File: src/rtl/multicycle_ctrl_fsm_if.sv
// Control bundle between the multicycle controller and the RV32I datapath.
// The controller is the master: it consumes the opcode and status flags and
// drives every select, write enable and handshake pulse.
interface multicycle_ctrl_fsm_if;
  logic [6:0] op;
  logic       zero;
  logic       cop_done;
  logic [1:0] ALUOp;
  logic [1:0] ALUSrcA;
  logic [1:0] ALUSrcB;
  logic [1:0] ResultSrc;
  logic       AdrSrc;
  logic       IRWrite;
  logic       RegWrite;
  logic       MemWrite;
  logic       PCWrite;
  logic       CopStart;
  logic       CopTimeout;
  logic       IllegalOp;
  logic [3:0] state;

  modport master (
    input  op, zero, cop_done,
    output ALUOp, ALUSrcA, ALUSrcB, ResultSrc, AdrSrc, IRWrite, RegWrite, MemWrite,
           PCWrite, CopStart, CopTimeout, IllegalOp, state
  );

  modport slave (
    output op, zero, cop_done,
    input  ALUOp, ALUSrcA, ALUSrcB, ResultSrc, AdrSrc, IRWrite, RegWrite, MemWrite,
           PCWrite, CopStart, CopTimeout, IllegalOp, state
  );
endinterface

File: src/rtl/multicycle_ctrl_fsm.sv
// Moore main controller for the multicycle RV32I datapath. Steps each
// instruction through fetch/decode/execute/memory/writeback and runs a
// start/done handshake, guarded by a timeout counter, with the GCD/LCM
// coprocessor for custom-0 instructions.
module multicycle_ctrl_fsm #(
  parameter int unsigned COP_TIMEOUT = 64
) (
  input logic               clk,
  input logic               reset,
  multicycle_ctrl_fsm_if.master bus
);

  typedef enum logic [3:0] {
    StFetch    = 4'd0,
    StDecode   = 4'd1,
    StMemAdr   = 4'd2,
    StMemRead  = 4'd3,
    StMemWB    = 4'd4,
    StMemWrite = 4'd5,
    StExecuteR = 4'd6,
    StAluWB    = 4'd7,
    StExecuteI = 4'd8,
    StJal      = 4'd9,
    StBeq      = 4'd10,
    StCopStart = 4'd11,
    StCopWait  = 4'd12,
    StCopWB    = 4'd13
  } state_e;

  localparam logic [6:0] OpLoad   = 7'b0000011;
  localparam logic [6:0] OpStore  = 7'b0100011;
  localparam logic [6:0] OpRType  = 7'b0110011;
  localparam logic [6:0] OpIType  = 7'b0010011;
  localparam logic [6:0] OpJal    = 7'b1101111;
  localparam logic [6:0] OpBeq    = 7'b1100011;
  localparam logic [6:0] OpCustom = 7'b0001011;

  localparam int unsigned   CntW    = $clog2(COP_TIMEOUT + 1);
  localparam logic [CntW-1:0] CntLast = CntW'(COP_TIMEOUT - 1);

  state_e          state_q, state_d;
  logic [CntW-1:0] cnt_q, cnt_d;

  logic [1:0] alu_op, alu_src_a, alu_src_b, result_src;
  logic       adr_src, ir_write, reg_write, mem_write, pc_update, branch;
  logic       cop_start, cop_timeout, illegal_op;

  // State and coprocessor wait counter; reset drops straight back to Fetch.
  always_ff @(posedge clk or posedge reset) begin
    if (reset) begin
      state_q <= StFetch;
      cnt_q   <= '0;
    end else begin
      state_q <= state_d;
      cnt_q   <= cnt_d;
    end
  end

  // Next-state and counter update.
  always_comb begin
    state_d = StFetch;
    cnt_d   = cnt_q;
    case (state_q)
      StFetch:  state_d = StDecode;
      StDecode: begin
        case (bus.op)
          OpLoad, OpStore: state_d = StMemAdr;
          OpRType:         state_d = StExecuteR;
          OpIType:         state_d = StExecuteI;
          OpJal:           state_d = StJal;
          OpBeq:           state_d = StBeq;
          OpCustom:        state_d = StCopStart;
          default:         state_d = StFetch;
        endcase
      end
      StMemAdr:   state_d = (bus.op == OpLoad) ? StMemRead : StMemWrite;
      StMemRead:  state_d = StMemWB;
      StMemWB:    state_d = StFetch;
      StMemWrite: state_d = StFetch;
      StExecuteR: state_d = StAluWB;
      StExecuteI: state_d = StAluWB;
      StAluWB:    state_d = StFetch;
      StJal:      state_d = StAluWB;
      StBeq:      state_d = StFetch;
      StCopStart: begin
        cnt_d   = '0;
        state_d = StCopWait;
      end
      StCopWait: begin
        // A result arriving on the last allowed cycle still wins over timeout.
        if (bus.cop_done) begin
          state_d = StCopWB;
        end else if (cnt_q == CntLast) begin
          state_d = StFetch;
        end else begin
          cnt_d   = cnt_q + 1'b1;
          state_d = StCopWait;
        end
      end
      StCopWB: state_d = StFetch;
      default: state_d = StFetch;
    endcase
  end

  // Output decode of the current state (plus zero/cop_done/counter for pulses).
  always_comb begin
    alu_op      = 2'b00;
    alu_src_a   = 2'b00;
    alu_src_b   = 2'b00;
    result_src  = 2'b00;
    adr_src     = 1'b0;
    ir_write    = 1'b0;
    reg_write   = 1'b0;
    mem_write   = 1'b0;
    pc_update   = 1'b0;
    branch      = 1'b0;
    cop_start   = 1'b0;
    cop_timeout = 1'b0;
    illegal_op  = 1'b0;
    case (state_q)
      StFetch: begin
        ir_write   = 1'b1;
        alu_src_b  = 2'b10;
        result_src = 2'b10;
        pc_update  = 1'b1;
      end
      StDecode: begin
        alu_src_a = 2'b01;
        alu_src_b = 2'b01;
        case (bus.op)
          OpLoad, OpStore, OpRType, OpIType, OpJal, OpBeq, OpCustom: illegal_op = 1'b0;
          default: illegal_op = 1'b1;
        endcase
      end
      StMemAdr: begin
        alu_src_a = 2'b10;
        alu_src_b = 2'b01;
      end
      StMemRead: adr_src = 1'b1;
      StMemWB: begin
        result_src = 2'b01;
        reg_write  = 1'b1;
      end
      StMemWrite: begin
        adr_src   = 1'b1;
        mem_write = 1'b1;
      end
      StExecuteR: begin
        alu_src_a = 2'b10;
        alu_op    = 2'b10;
      end
      StExecuteI: begin
        alu_src_a = 2'b10;
        alu_src_b = 2'b01;
        alu_op    = 2'b10;
      end
      StAluWB: reg_write = 1'b1;
      StJal: begin
        alu_src_a = 2'b01;
        alu_src_b = 2'b10;
        pc_update = 1'b1;
      end
      StBeq: begin
        alu_src_a = 2'b10;
        alu_op    = 2'b01;
        branch    = 1'b1;
      end
      StCopStart: cop_start = 1'b1;
      StCopWait:  cop_timeout = ~bus.cop_done & (cnt_q == CntLast);
      StCopWB: begin
        result_src = 2'b11;
        reg_write  = 1'b1;
      end
      default: ;
    endcase
  end

  assign bus.ALUOp      = alu_op;
  assign bus.ALUSrcA    = alu_src_a;
  assign bus.ALUSrcB    = alu_src_b;
  assign bus.ResultSrc  = result_src;
  assign bus.AdrSrc     = adr_src;
  assign bus.IRWrite    = ir_write;
  assign bus.RegWrite   = reg_write;
  assign bus.MemWrite   = mem_write;
  assign bus.PCWrite    = pc_update | (branch & bus.zero);
  assign bus.CopStart   = cop_start;
  assign bus.CopTimeout = cop_timeout;
  assign bus.IllegalOp  = illegal_op;
  assign bus.state      = state_q;

endmodule

File: src/flat_wrapper.sv
// flat-port wrapper written by rule: the top's interface ports become plain ports
module multicycle_ctrl_fsm_flat 
#(
  parameter int unsigned COP_TIMEOUT = 64
)
  (clk, reset, bus_op, bus_zero, bus_cop_done, bus_ALUOp, bus_ALUSrcA, bus_ALUSrcB, bus_ResultSrc, bus_AdrSrc, bus_IRWrite, bus_RegWrite, bus_MemWrite, bus_PCWrite, bus_CopStart, bus_CopTimeout, bus_IllegalOp, bus_state);
  multicycle_ctrl_fsm_if bus_i ();
  input logic clk;
  input logic reset;
  input wire logic [$bits(bus_i.op)-1:0] bus_op;
  input wire logic [$bits(bus_i.zero)-1:0] bus_zero;
  input wire logic [$bits(bus_i.cop_done)-1:0] bus_cop_done;
  output wire logic [$bits(bus_i.ALUOp)-1:0] bus_ALUOp;
  output wire logic [$bits(bus_i.ALUSrcA)-1:0] bus_ALUSrcA;
  output wire logic [$bits(bus_i.ALUSrcB)-1:0] bus_ALUSrcB;
  output wire logic [$bits(bus_i.ResultSrc)-1:0] bus_ResultSrc;
  output wire logic [$bits(bus_i.AdrSrc)-1:0] bus_AdrSrc;
  output wire logic [$bits(bus_i.IRWrite)-1:0] bus_IRWrite;
  output wire logic [$bits(bus_i.RegWrite)-1:0] bus_RegWrite;
  output wire logic [$bits(bus_i.MemWrite)-1:0] bus_MemWrite;
  output wire logic [$bits(bus_i.PCWrite)-1:0] bus_PCWrite;
  output wire logic [$bits(bus_i.CopStart)-1:0] bus_CopStart;
  output wire logic [$bits(bus_i.CopTimeout)-1:0] bus_CopTimeout;
  output wire logic [$bits(bus_i.IllegalOp)-1:0] bus_IllegalOp;
  output wire logic [$bits(bus_i.state)-1:0] bus_state;
  assign bus_i.op = bus_op;
  assign bus_i.zero = bus_zero;
  assign bus_i.cop_done = bus_cop_done;
  assign bus_ALUOp = bus_i.ALUOp;
  assign bus_ALUSrcA = bus_i.ALUSrcA;
  assign bus_ALUSrcB = bus_i.ALUSrcB;
  assign bus_ResultSrc = bus_i.ResultSrc;
  assign bus_AdrSrc = bus_i.AdrSrc;
  assign bus_IRWrite = bus_i.IRWrite;
  assign bus_RegWrite = bus_i.RegWrite;
  assign bus_MemWrite = bus_i.MemWrite;
  assign bus_PCWrite = bus_i.PCWrite;
  assign bus_CopStart = bus_i.CopStart;
  assign bus_CopTimeout = bus_i.CopTimeout;
  assign bus_IllegalOp = bus_i.IllegalOp;
  assign bus_state = bus_i.state;
  multicycle_ctrl_fsm #(.COP_TIMEOUT(COP_TIMEOUT)) u_core (.clk(clk), .reset(reset), .bus(bus_i));
endmodule
File: config.mk
export PLATFORM = sky130hd
export DESIGN_NAME = multicycle_ctrl_fsm_flat
export DESIGN_NICKNAME = d
export VERILOG_FILES = /design/src/rtl/multicycle_ctrl_fsm_if.sv /design/src/rtl/multicycle_ctrl_fsm.sv /design/src/flat_wrapper.sv
export SDC_FILE = /design/constraint.sdc
export NUM_CORES = 1
export LEC_CHECK = 0
export ABC_AREA = 1
export CORE_UTILIZATION = 46
export DETAILED_ROUTE_END_ITERATION = 10
export GPL_TIMING_DRIVEN = 0
export PLACE_DENSITY_LB_ADDON = 0.05
export SLEW_MARGIN = 5
export SYNTH_ARGS = -nofsm -noshare
export SYNTH_HDL_FRONTEND = slang
export SYNTH_SLANG_ARGS = --single-unit
File: constraint.sdc
create_clock -name clk -period 1.4 [get_ports clk]
set_input_delay 0.42 -clock clk [delete_from_list [all_inputs] [get_ports clk]]
set_output_delay 0.42 -clock clk [all_outputs]
set_load 0.02 [all_outputs]
==> impl_metrics.toml, run 1 <==
[status]
status = "aborted with a tool error"
error = "[ERROR DPL-0038] Utilization greater than 100%, impossible to legalize"
lastStage = "global routing"

[place]
dpl_cell_area_um2 = 1450
gp_congestion = 0.843
place_hpwl_um = 2020
portBuffers = 30
dp_slack_ns = -1.16

[synth]
synth.most_common_cell = "nand2_1"
yosysTopAreaCell = "dfrtp_1"
synth_area_leaders = "dfrtp_1 27%, nand2_1 20%, nor2_1 10%"
ys_warn_count = 0
syn_area_per_cell_um2 = 6.04
ys_seq_area_share_pct = 26.7
syn_area_um2 = 1030
syn_nets = 183
synth_edf_count = 0
async_flop_share_pct = 100
synth_cell_types = 23
ys.flop_type = "dfrtp_1"
synth_common_cells = "56 x nand2_1, 28 x nor2_1, 25 x inv_1, 16 x nand3_1, 11 x dfrtp_1"
syn_inst = 171
synth_top_cell_area_share_pct = 26.7
synth_seq_cells = 11

[clocking]
clock_path_buffers = 2
cts_made_buffers = 3
htree_levels = 1
root_buffer = "clkbuf_4"
cts.sinks = 11
holdBufCountCts = 0

[floorplanning]
row_count = 16
io_pins = 31
start_util_pct = 50.6
die_w_um = 49.4
die_h_um = 49.4

[sta]
crit_endpoint = "bus_IllegalOp"
worst_path_end_type = "primary output"

[global_routing]
grt_max_degree = 12
cells by family after synthesis:
group	count (synthesis)	synth area share, %
compound gates	10	5.94
fa+ha+maj	1	1.21
buf+inv	28	10.7
flops	11	26.7
simple gates	121	55.5
repair_timing:
action,in CTS
buffers inserted,37
endpoints found under the setup margin,25
pin swaps,25
endpoints found under the hold margin,0
resized for setup,138
stage by stage:
stage	hold WS (ns)	std cells
3_3_place_gp	0.514	228
3_5_place_dp	0.525	228
4_1_cts	0.452	269
2_1_floorplan	0.272	171
==> inputs of run 2 (changes only) <==
Settings changed: CORE_AREA set to 2 2 63 65, CORE_UTILIZATION 46 to unset, DIE_AREA set to 0 0 65 67, PLACE_DENSITY_LB_ADDON 0.05 to 0.15.
==> impl_metrics.toml, run 2 <==
[status]
status = "complete, but fails checks"
violations = "negative setup slack"

[min_path]
min_path_type = "primary input to async pin"

[setup_path]
path_class = "flop to output pin"
rr_endpoint = "u_core.cnt_q[3]$_DFFE_PP0P_"
cp-end-kind = "output pin"
timing.rr.start = "u_core.bus.state[0]$_DFF_PP0_"
required_ns = 0.98
r2r_setup_slack_ns = -0.16
crit_arrival_ns = 1.39
cp_max_fo = 5
startpoint_type = "flop"
ff2ff_path_depth = 10

[clocking]
cts_made_buffers = 3
cts_tree = "built"
htree_levels = 1
root_buffer = "clkbuf_8"
cts.sinks = 11
clock_latency_ns = 0.24
clock_path_buffers = 2
clk_pin_slew_worst_paths_ns = 0.05
holdBufCountCts = 0

[synth]
synth_area_leaders = "dfrtp_1 27%, nand2_1 20%, nor2_1 10%"
synth_common_cells = "56 x nand2_1, 28 x nor2_1, 25 x inv_1, 16 x nand3_1, 11 x dfrtp_1"
synth_top_cell_area_share_pct = 26.7
synth_seq_cells = 11
synth.most_common_cell = "nand2_1"
async_flop_share_pct = 100
syn_inst = 171
ys.flop_type = "dfrtp_1"
ys_seq_area_share_pct = 26.7
synth_cell_types = 23
ys_warn_count = 0
synth_edf_count = 0
syn_area_per_cell_um2 = 6.04
syn_nets = 183
syn_area_um2 = 1030
yosysTopAreaCell = "dfrtp_1"

[floorplanning]
row_count = 22
design.core.area_um2 = 3610
io_pins = 31
start_util_pct = 28.6
die_w_um = 65
die_h_um = 67
dieArea_um2 = 4360

[routing]
drtPass1Iterations = 4
drc = 0
wire_per_inst_um = 11.8
viasPerCell = 4.51
ant_nets = 0
routed_wl_um = 3440
vias = 1313
drt-initial-drc-count = 49

[sta]
clock_skew_ns = 0.000945
drv_slew = 0
rsz0062_at_grt = "yes"
worstMarginPinSlew_ns = 0.434
hold_viol = 0
fmax_mhz = 554
min_period_ns = 1.81
period_share_pct = 129
slew-limit-headroom_pct = 71.1
setup_viol = 27
worst_slack_ns = -0.406
tns_ns = -6.82

[layout]
syn_to_final_growth_pct = 104
drive_gt1_share_pct = 64.2
diodes = 0
largest_reg_flops = 7
top_register = "u_core.cnt_q"
most-common-layout-cells = "34 x nand2_1, 34 x buf_4, 24 x buf_6, 16 x nand2_2, 16 x inv_2"
num-fill-cells = 305
nNetsFinal = 256

[global_routing]
overflow = 0
gr-usage-all-layers_pct = 15.2
grt_antenna_before_repair = 0
grt_pass1_wl_um = 5170
grt_max_degree = 12
grt.met1_usage_pct = 17.1
busiest_layer = "met2"
grt_pass1_vias = 1232
grt_util_met2_pct = 28.4
use_met3_pct = 2.53

[flow_run]
cap_viol_max_count = 0

[power]
intPower_w = 0.00122
p_leak_nw = 1.04
p_switching_w = 0.000939
ir_drop_v = 0.000391
p_sw_share_pct = 43.6
clkPwrFrac_pct = 14.9
p_per_area_nw_per_um2 = 1030
p_comb_share_pct = 66.0
power_w = 0.00216
power_frac_seq_pct = 19.1

[place]
dp_slack_ns = -1.19
portBuffers = 30
gp_congestion = 0.833
place_hpwl_um = 2080
[run 2: cell counts after synthesis]
No cell type changed its count.
[run 2: area by class of cell]
class	instances	area, um2	area share [%]
Timing Repair Buffer	68	633	30.1
Sequential cell	11	283	13.4
Clock buffer	4	45.0	2.14
Multi-Input combinational cell	132	957	45.5
Tap cell	48	60.1	2.86
Inverter	28	125	5.95
[run 2: worst max path at each step]
stage | slack, ns | endpoint | from
2_1_floorplan | -0.12 | bus_PCWrite | u_core.bus.state[3]$_DFF_PP0_
3_3_place_gp | -1.15 | bus_IllegalOp | bus_op[4]
6_report | -0.41 | bus_RegWrite | u_core.bus.state[0]$_DFF_PP0_
4_1_cts | -0.38 | bus_CopTimeout | u_core.cnt_q[1]$_DFFE_PP0P_
5_1_grt | -0.47 | bus_RegWrite | u_core.bus.state[0]$_DFF_PP0_
3_5_place_dp | -1.19 | bus_IllegalOp | bus_op[4]
[run 2: critical path: stages, from the launching register on]
cell and delay, ns:
dfrtp_2 0.45, inv_2 0.07, nor2_4 0.15, buf_6 0.14, nand2_4 0.06, o211ai_1 0.09
buf_4 0.17
[run 2: power groups by stage]
stage / clock (W) / combinational, W / sequential [W]
after floorplan: 0 / 0.000594 / 0.000422
after global placement: 0 / 0.00103 / 0.000397
after detailed placement: 0 / 0.00104 / 0.000399
after CTS: 0.000328 / 0.00123 / 0.000401
after global routing: 0.000351 / 0.00150 / 0.000415
final: 0.000322 / 0.00142 / 0.000411
[run 2: cells by family (layout without fill, tap and decap cells)]
family	count (synthesis)	in the layout	share of synthesized area, %
compound gates	10	10	5.94
buf+inv	28	100	10.7
simple gates	121	121	55.5
fa+ha+maj	1	1	1.21
flops	11	11	26.7
[run 2: metal layers]
metal / part of all wire [%] / wire [um] / up-vias
met5: 0 / 0 / -
met4: 1.1 / 39 / 0
met3: 3.9 / 134 / 7
met2: 53 / 1840 / 34
met1: 42 / 1430 / 593
li1: - / - / 679
[run 2: metrics by stage]
| step | utilization, % | instances | hold WS, ns | cell area, um2 |
|---|---|---|---|---|
| after floorplan | - | 171 | 0.272 | 1110 |
| after global placement | 40.9 | 249 | 0.517 | 1480 |
| after detailed placement | 40.9 | 249 | 0.528 | 1480 |
| after CTS | 52.2 | 283 | 0.494 | 1880 |
| after global routing | 58.3 | 291 | 0.519 | 2100 |
| final | 58.3 | 291 | 0.477 | 2100 |
[run 2: timing repair]
item                                    in CTS  in global routing
pin swaps                                   22                 24
setup buffers                               30                 11
endpoints found under the setup margin      29                 29
gates cloned                                 0                  0
gates resized for setup                    159                 68
Note: power is estimated with default switching activity, not from simulation.
